==> src/rtl/ring_pkg.sv <==
// Shared definitions for the ring NoC injection path: packet layout,
// traffic patterns, controller states and the destination helper.
package ring_pkg;

  localparam int PKT_W     = 49;
  localparam int VALID_BIT = 48;
  localparam int TS_LSB    = 32;
  localparam int TS_MSB    = 47;
  localparam int SRC_LSB   = 16;
  localparam int SRC_MSB   = 31;
  localparam int DST_LSB   = 0;
  localparam int DST_MSB   = 15;

  typedef struct packed {
    logic        valid;
    logic [15:0] ts;
    logic [15:0] src;
    logic [15:0] dst;
  } pkt_t;

  typedef enum logic {
    TP_BITCOMP   = 1'b0,
    TP_NEIGHBOUR = 1'b1
  } traffic_pattern_e;

  typedef enum logic [1:0] {
    IDLE  = 2'd0,
    RUN   = 2'd1,
    DRAIN = 2'd2,
    DONE  = 2'd3
  } inj_state_e;

  // Destination for a node under the given pattern; num_nodes is a power of 2.
  function automatic logic [15:0] dst_calc(traffic_pattern_e tp,
                                           int unsigned node_id,
                                           int unsigned num_nodes);
    logic [31:0] mask;
    logic [31:0] res;
    mask = num_nodes - 1;
    if (tp == TP_NEIGHBOUR) res = (node_id + 1) & mask;
    else                    res = ~node_id & mask;
    return res[15:0];
  endfunction

endpackage

==> src/rtl/ring_sync_fifo.sv <==
// Synchronous FIFO with wrap-bit pointers. A push while full is accepted
// when a pop happens in the same cycle, so occupancy stays full.
module ring_sync_fifo #(
  parameter int WIDTH = 49,
  parameter int DEPTH = 4
) (
  input  logic             clk,
  input  logic             rst_n,
  input  logic             push,
  input  logic [WIDTH-1:0] push_data,
  input  logic             pop,
  output logic [WIDTH-1:0] head_data,
  output logic             full,
  output logic             empty
);

  localparam int AW = (DEPTH > 1) ? $clog2(DEPTH) : 1;

  logic [WIDTH-1:0] mem [DEPTH];
  logic [AW:0]      wptr_q;
  logic [AW:0]      rptr_q;
  logic             do_push;
  logic             do_pop;

  assign empty     = (wptr_q == rptr_q);
  assign full      = (wptr_q[AW] != rptr_q[AW]) && (wptr_q[AW-1:0] == rptr_q[AW-1:0]);
  assign do_pop    = pop && !empty;
  assign do_push   = push && (!full || do_pop);
  assign head_data = mem[rptr_q[AW-1:0]];

  // Pointer update; both pointers return to zero on reset.
  always_ff @(posedge clk) begin
    if (!rst_n) begin
      wptr_q <= '0;
      rptr_q <= '0;
    end else begin
      if (do_push) wptr_q <= wptr_q + (AW+1)'(1);
      if (do_pop)  rptr_q <= rptr_q + (AW+1)'(1);
    end
  end

  // Storage write.
  // NOTE: the array has no reset; emptiness comes from the pointers, so stale entries are never observed.
  always_ff @(posedge clk) begin
    if (do_push) mem[wptr_q[AW-1:0]] <= push_data;
  end

endmodule

==> src/rtl/ring_inject_ctrl.sv <==
// Per-node injection controller: paces packet generation, buffers packets in
// a source queue and offers them to the ring router over valid/ready.
module ring_inject_ctrl #(
  parameter int NUM_NODES            = 4,
  parameter int NODE_ID              = 0,
  parameter int PACKET_SIZE          = 49,
  parameter int INJECT_CYCLE         = 2,
  parameter int NUM_PACKETS_PER_NODE = 20,
  parameter int TRAFFIC_PATTERN      = 0,
  parameter int QUEUE_DEPTH          = 4
) (
  input  logic                   clk,
  input  logic                   rst_n,
  input  logic                   en,
  output logic [PACKET_SIZE-1:0] pkt_out_data,
  output logic                   pkt_out_valid,
  input  logic                   pkt_out_ready,
  output logic [15:0]            gen_count,
  output logic [15:0]            sent_count,
  output logic                   busy,
  output logic                   done
);

  import ring_pkg::*;

  if (PACKET_SIZE != PKT_W) begin : g_bad_packet_size
    $error("ring_inject_ctrl: PACKET_SIZE must be %0d", PKT_W);
  end
  if (INJECT_CYCLE < 1 || NUM_PACKETS_PER_NODE < 1) begin : g_bad_rate
    $error("ring_inject_ctrl: INJECT_CYCLE and NUM_PACKETS_PER_NODE must be >= 1");
  end
  if (QUEUE_DEPTH < 2 || (QUEUE_DEPTH & (QUEUE_DEPTH - 1)) != 0) begin : g_bad_depth
    $error("ring_inject_ctrl: QUEUE_DEPTH must be a power of 2 and >= 2");
  end

  localparam int               ICW    = (INJECT_CYCLE > 1) ? $clog2(INJECT_CYCLE) : 1;
  localparam logic [ICW-1:0]   RELOAD = ICW'(INJECT_CYCLE - 1);
  localparam logic [15:0]      N_PKTS = 16'(NUM_PACKETS_PER_NODE);
  localparam traffic_pattern_e TP     = (TRAFFIC_PATTERN == 1) ? TP_NEIGHBOUR : TP_BITCOMP;
  localparam logic [15:0]      SRC    = 16'(NODE_ID);
  localparam logic [15:0]      DST    = dst_calc(TP, NODE_ID, NUM_NODES);

  inj_state_e       state_q, state_d;
  logic [ICW-1:0]   icnt_q;
  logic [15:0]      ts_q;
  logic             gen;
  logic             pop;
  logic             space;
  logic             q_full;
  logic             q_empty;
  pkt_t             new_pkt;
  logic [PKT_W-1:0] head;

  assign new_pkt       = '{valid: 1'b1, ts: ts_q, src: SRC, dst: DST};
  assign pkt_out_valid = !q_empty;
  assign pkt_out_data  = pkt_out_valid ? head : '0;
  assign pop           = pkt_out_valid && pkt_out_ready;
  assign space         = !q_full || pop;
  assign busy          = (state_q == RUN) || (state_q == DRAIN);
  assign done          = (state_q == DONE);

  ring_sync_fifo #(
    .WIDTH (PKT_W),
    .DEPTH (QUEUE_DEPTH)
  ) u_queue (
    .clk       (clk),
    .rst_n     (rst_n),
    .push      (gen),
    .push_data (new_pkt),
    .pop       (pop),
    .head_data (head),
    .full      (q_full),
    .empty     (q_empty)
  );

  // Next state and the generate event.
  always_comb begin
    // NOTE: every signal written here gets a default first, so no path can infer a latch.
    state_d = state_q;
    gen     = 1'b0;
    unique case (state_q)
      IDLE:  if (en) state_d = RUN;
      RUN: begin
        gen = en && (icnt_q == '0) && space;
        if (gen && (gen_count + 16'd1 == N_PKTS)) state_d = DRAIN;
      end
      DRAIN: if (pop && (sent_count + 16'd1 == N_PKTS)) state_d = DONE;
      DONE:  state_d = DONE;
      default: state_d = IDLE;
    endcase
  end

  // State register, pacing counter, timestamp and packet counters.
  // NOTE: sequential state uses non-blocking assignments so every register samples pre-edge values.
  always_ff @(posedge clk) begin
    if (!rst_n) begin
      state_q    <= IDLE;
      icnt_q     <= '0;
      ts_q       <= '0;
      gen_count  <= '0;
      sent_count <= '0;
    end else begin
      state_q <= state_d;
      ts_q    <= ts_q + 16'd1;
      if (state_q == IDLE && en)                          icnt_q <= '0;
      else if (gen)                                       icnt_q <= RELOAD;
      else if (state_q == RUN && en && icnt_q != '0)      icnt_q <= icnt_q - ICW'(1);
      if (gen) gen_count  <= gen_count + 16'd1;
      if (pop) sent_count <= sent_count + 16'd1;
    end
  end

endmodule

==> config.mk <==
export PLATFORM = sky130hd
export DESIGN_NAME = ring_inject_ctrl
export DESIGN_NICKNAME = d
export VERILOG_FILES = /design/src/rtl/ring_pkg.sv /design/src/rtl/ring_sync_fifo.sv /design/src/rtl/ring_inject_ctrl.sv
export SDC_FILE = /design/constraint.sdc
export NUM_CORES = 1
export LEC_CHECK = 0
export BUFFER_PORTS_ARGS = -buffer_cell sky130_fd_sc_hd__buf_4
export CAP_MARGIN = 20
export CORE_UTILIZATION = 38
export CTS_CLUSTER_DIAMETER = 30
export CTS_CLUSTER_SIZE = 16
export DETAILED_ROUTE_END_ITERATION = 8
export GPL_TIMING_DRIVEN = 1
export SYNTH_ARGS = -nofsm -noshare
export SYNTH_HDL_FRONTEND = slang
export SYNTH_SLANG_ARGS = --single-unit
==> constraint.sdc <==
create_clock -name clk -period 3.3 [get_ports clk]
set_clock_uncertainty 0.05 [all_clocks]
set_input_delay 0.33 -clock clk [delete_from_list [all_inputs] [get_ports clk]]
set_output_delay 0.33 -clock clk [all_outputs]
set_load 0.02 [all_outputs]
-- Word level (Yosys, flattened, before mapping)
Memory sizes are Yosys's and may differ from the RTL's. A register that Yosys moved wholly into a read port is not among the register bits.
Index checks and enable logic that the tools add are counted.
- register bits after elaboration: 57
- RAM bits: 64
- input bits: 4
- output and inout bits: 84
- word-level logic and storage cells: 59
- memories: 1
- add/sub/neg operators: 6
- eq/ne operators: 11
- multiplexer cells: 12
- bitwise operators: 2
- reductions and logical operators: 20
- memories (memory ; depth ; width ; rd ports ; clocked after memory_dff ; wr ports ; line ; source):
    u_queue.mem ; 4 ; 16 ; 1 ; 1 ; 1 ; ring_sync_fifo.sv:19 ; logic [WIDTH-1:0] mem [DEPTH];
- operator list (cell ; count):
    $mux 49 ; 1
    $add 16x1->16 const B ; 3
    $eq 16x5->1 const B ; 2
    $logic_and 1x1->1 ; 11
    $mux 2 ; 5
    $pmux 2 s4 ; 1
    $add 3x1->3 const B ; 2
    $mux 1 ; 5
    $eq 2x2->1 const B ; 2
    $ne 2x2->1 const B ; 2
    $eq 3x3->1 ; 1
    $logic_or 1x1->1 ; 3
    $reduce_and 3->1 ; 1
    $eq 2x1->1 const B ; 1
    $eq 2x2->1 ; 1
    $logic_not 1->1 ; 2
    $logic_not 2->1 ; 1
    $ne 2x1->1 const B ; 1
    $not 1->1 ; 2
    $reduce_bool 2->1 ; 1
    $reduce_or 2->1 ; 1
    $ne 1x1->1 ; 1
    $sub 1x1->1 const B ; 1

-- Logic depth before layout (Yosys ltp)
- depth after elaboration: 9
- depth in mapped cells: 9
- gate-level depth less buffers: 8

-- Hierarchy
A second synthesis with hierarchy kept.
- cells, all modules: 683
- area, all modules: 10726.5 µm²
- by module, submodules not included (module ; times used ; cells an instance ; area an instance (µm²) ; seq. area each (µm²)):
    ring_sync_fifo ; 1 ; 310 ; 7606.0 ; 6045.8
    ring_inject_ctrl ; 1 ; 373 ; 3120.5 ; 1021.0

-- Worst setup path before layout
No wires, ideal clock.
- kind: register -> register
- from: reg sent_count[2]
- to: reg state_q[1]
- setup time: 116 ps
- data arrival time: 2105 ps
- data required time: 3134 ps
- slack: 1029 ps
- cell stages (with the launch flop): 8
- buffers on the path: 0
- clock period less this slack: 2271 ps
- path through: dfxtp_1 > and4_4 > nand4_4 > or4_1 > a21oi_1 > a31oi_1 > a211o_1 > o211a_1
- longest elaborated chain between the ends: 5
- ends and longest elaborated chain (item ; line ; source):
    start: declaration ; ring_inject_ctrl.sv:19 ; output logic [15:0] sent_count,
    start signal: assignment ; ring_inject_ctrl.sv:109 ; if (pop) sent_count <= sent_count + 16'd1;
    $add 16x1->16 ; ring_inject_ctrl.sv:87 ; DRAIN: if (pop && (sent_count + 16'd1 == N_PKTS)) state_d = DONE;
    $eq 16x5->1 ; ring_inject_ctrl.sv:87 ;
    $logic_and 1x1->1 ; ring_inject_ctrl.sv:87 ;
    $ne 2x1->1 (no source line) ; - ;
    $reduce_and 3->1 (no source line) ; - ;
    end signal: assignment ; ring_inject_ctrl.sv:103 ; state_q <= state_d;
    end: declaration ; ring_inject_ctrl.sv:43 ; inj_state_e state_q, state_d;
Every way passes these cells.
A chain may end at the register's enable or synchronous reset.

==> impl_results.md <==
* Met2 Resource Use GR at 0.255
* CTS root buf: clkbuf_16
* Worst-path clk slew at 60 ps
* Worst-Margin Slew at 901 ps
* Total gr overflow at 0
* Synth Area per Inst at 11.9 um^2
* Postcts setup bufs at 0
* Synth Area in Compound Gates at 0.0510
* Synth Area in Simple Gates at 0.177
* RD Place Congestion at 0.824
* Nets at 564
* Synth warn at 0
* Run status: complete, but fails checks
* Synth async-reset ratio at 0
* Vias in the first global route at 3503
* IO buf count at 57
* Cell taking the most area after synthesis: edfxtp_1
* Syn Inst Count at 488
* Row count at 44
* PD cells at 683 nW/um^2
* WP data required at 2920 ps
* Setup Slack @ Placement at 917 ps
* Initial Util at 0.395
* Fin. max-slew vios at 0
* RSZ-0062 raised after global routing: false
* Largest net degree at the start of global routing at 59
* Antenna cell count at 0
* Clk buf depth at 2
* Min Hold Slack at 214 ps
* First-pass GRT wire length at 18100 um
* Top_reg_cell synth: edfxtp_1
* Final WS setup at 854 ps
* Antenna violations before repair at 0
* Area after DPL at 6290 um^2
* Final Cycle Share at 0.741
* Drt drc at 4
* GR peak layer: met2
* Initial drt markers at 155
* Seq cells post-synth at 123
* Vias per inst at 4.86
* H-tree depth at 4
* Post-DRT Antenna Nets at 0
* Top cell type's share of synthesized area at 0.331
* Final instance area at 6930 um^2
* Sequential area share after synthesis at 0.534
* GRT Resource Usage Total at 0.150
* First-pass iteration count of the detailed router at 6
* Layout cell share with drive strength beyond 1 at 0.214
* Largest cells by area after synthesis: edfxtp_1, dfxtp_1, mux4_2
* Clk Latency, worst-skew pair at 410 ps
* Hold Vio Cnt, Final at 0
* Final core occ at 0.471
* CTS sink cnt at 123
* DIE AREA at 15800 um^2
* Fillers at 1333
* Arrival @ worst endpoint at 2070 ps
* Syn-to-layout area delta at 19.2%
* Setup tns final at 0 ps
* CTS resizes at 0
* Tmin final at 2450 ps
* Vias after detailed routing at 3623
* CTS Buf Count at 17
* EDFF count, synth at 64
* Most frequent cells after synthesis: edfxtp_1, dfxtp_1, and2_1
* Max rail drop VDD at 0.348 mV
* Mapped cell area at 5810 um^2
* Hpwl dp at 7300 um
* Die span in y at 126 um
* F_max at 409 MHz
* Total Wirelength at 11200 um
* Setup CP Type: flip-flop to output pin
* Synth Area in XOR/XNOR at 0.0784
* Pleak at 2.63 nW
* Max-cap check violation count at 0
* Met1 Use GR at 0.180
* Mux cell area share after synthesis at 0.0637
* Synth Area in Adders at 0.0258
* Violated checks: design-rule violations
* Core area at 14700 um^2
* Cts-stage hold buffer count at 0
* CTS tree: done
* Unique masters post-synth at 53
* Most common cell in the netlist: edfxtp_1
* Slew headroom at 0.398
* Critical Path Start Type: flip-flop
* Final setup violation count at 0
* Crit end category: output pin
* Die width at 126 um
* Main combinational cell family by area after synthesis: simple AND/OR/NAND/NOR gates
* Hold crit path type: input pin to flip-flop
* Crit Path Max Fanout at 16
* Met3 Usage GRT at 0.0493
* WL/cell at 15.1 um
* # IOs at 88
[layer usage]
layer / wire length [um] / share of wire / vias to the layer above
li1: - / - / 1790
met1: 4960 / 0.44 / 1747
met2: 5640 / 0.50 / 76
met3: 503 / 0.045 / 10
met4: 108 / 0.0096 / 0
met5: 0 / 0 / -
[registers in the layout (all words and copies together) (netlist names), named ones only]
| register | flops |
|---|---|
| gen_count | 16 |
| u_queue.rptr_q | 3 |
| u_queue.wptr_q | 3 |
| sent_count | 16 |
| icnt_q | 1 |
| u_queue.mem | 64 |
| state_q | 2 |
| ts_q | 16 |
[where the power goes]
group / internal [mW] / switching (mW)
clock network: 1.32 / 0.659
registers: 1.68 / 0.0587
logic: 0.440 / 0.567
total: 3.45 / 1.28
[through the flow]
step	total power [mW]	cells
after floorplan	2.51	517
after global placement	2.78	713
after detailed placement	2.80	713
after CTS	4.80	745
after global routing	4.94	745
final	4.73	745
[critical path: stages (launching register included)]
cell     delay, ps
dfxtp_1        910
mux4_2         440
nor2b_1        150
buf_4          150
[cell type report]
cell class | instances | area, um^2 | area share
tap | 184 | 230 | 0.0332
clock inverter | 10 | 164 | 0.0237
multi-input combinational | 327 | 2410 | 0.349
inverter | 14 | 52.6 | 0.00759
sequential | 123 | 3100 | 0.448
clock buffer | 22 | 474 | 0.0685
timing repair buffer | 65 | 488 | 0.0705
[cells in the final DEF, fill, tap and decap left out, types with 2 or more instances in the layout]
cell type / instances
a21boi_0: 7
inv_1: 14
and3_1: 3
mux4_2: 16
clkinv_2: 2
nor2b_1: 25
xnor2_1: 35
a21oi_1: 5
bufinv_16: 4
nand2_1: 26
nor3_1: 6
nor4_1: 4
a211o_1: 2
and2_1: 42
or4_1: 4
conb_1: 30
clkbuf_16: 17
dfxtp_1: 59
nor2_1: 11
clkbuf_1: 2
or3_1: 10
buf_4: 65
clkbuf_8: 3
ha_1: 12
nand4_1: 14
xor2_1: 17
a31oi_1: 2
and4_1: 2
o21ai_0: 10
clkinv_4: 3
edfxtp_1: 64
nand3_1: 19
a21boi_1: 4
[final timing paths]
kind                 start               end  slack, ps  cells after the start
max reg2reg   gen_count[0]        state_q[1]        890                      8
max              flip-flop  pkt_out_data[43]        850                      3
min reg2reg  sent_count[1]     sent_count[1]        470                      2
min          pkt_out_ready     sent_count[1]        210                      4
[kinds of logic (layout without fill, tap and decap cells)]
family                   Yosys count  after routing
multiplexers                      17             17
AO/OA/AOI/OAI                     40             40
flip-flops                       123            123
XOR/XNOR                          52             52
other                              1             30
adder cells (fa/ha/maj)           12             12
AND/OR/NAND/NOR                  176            176
buffers and inverters             67            111
No activity file was read; power rests on OpenSTA's default activity.
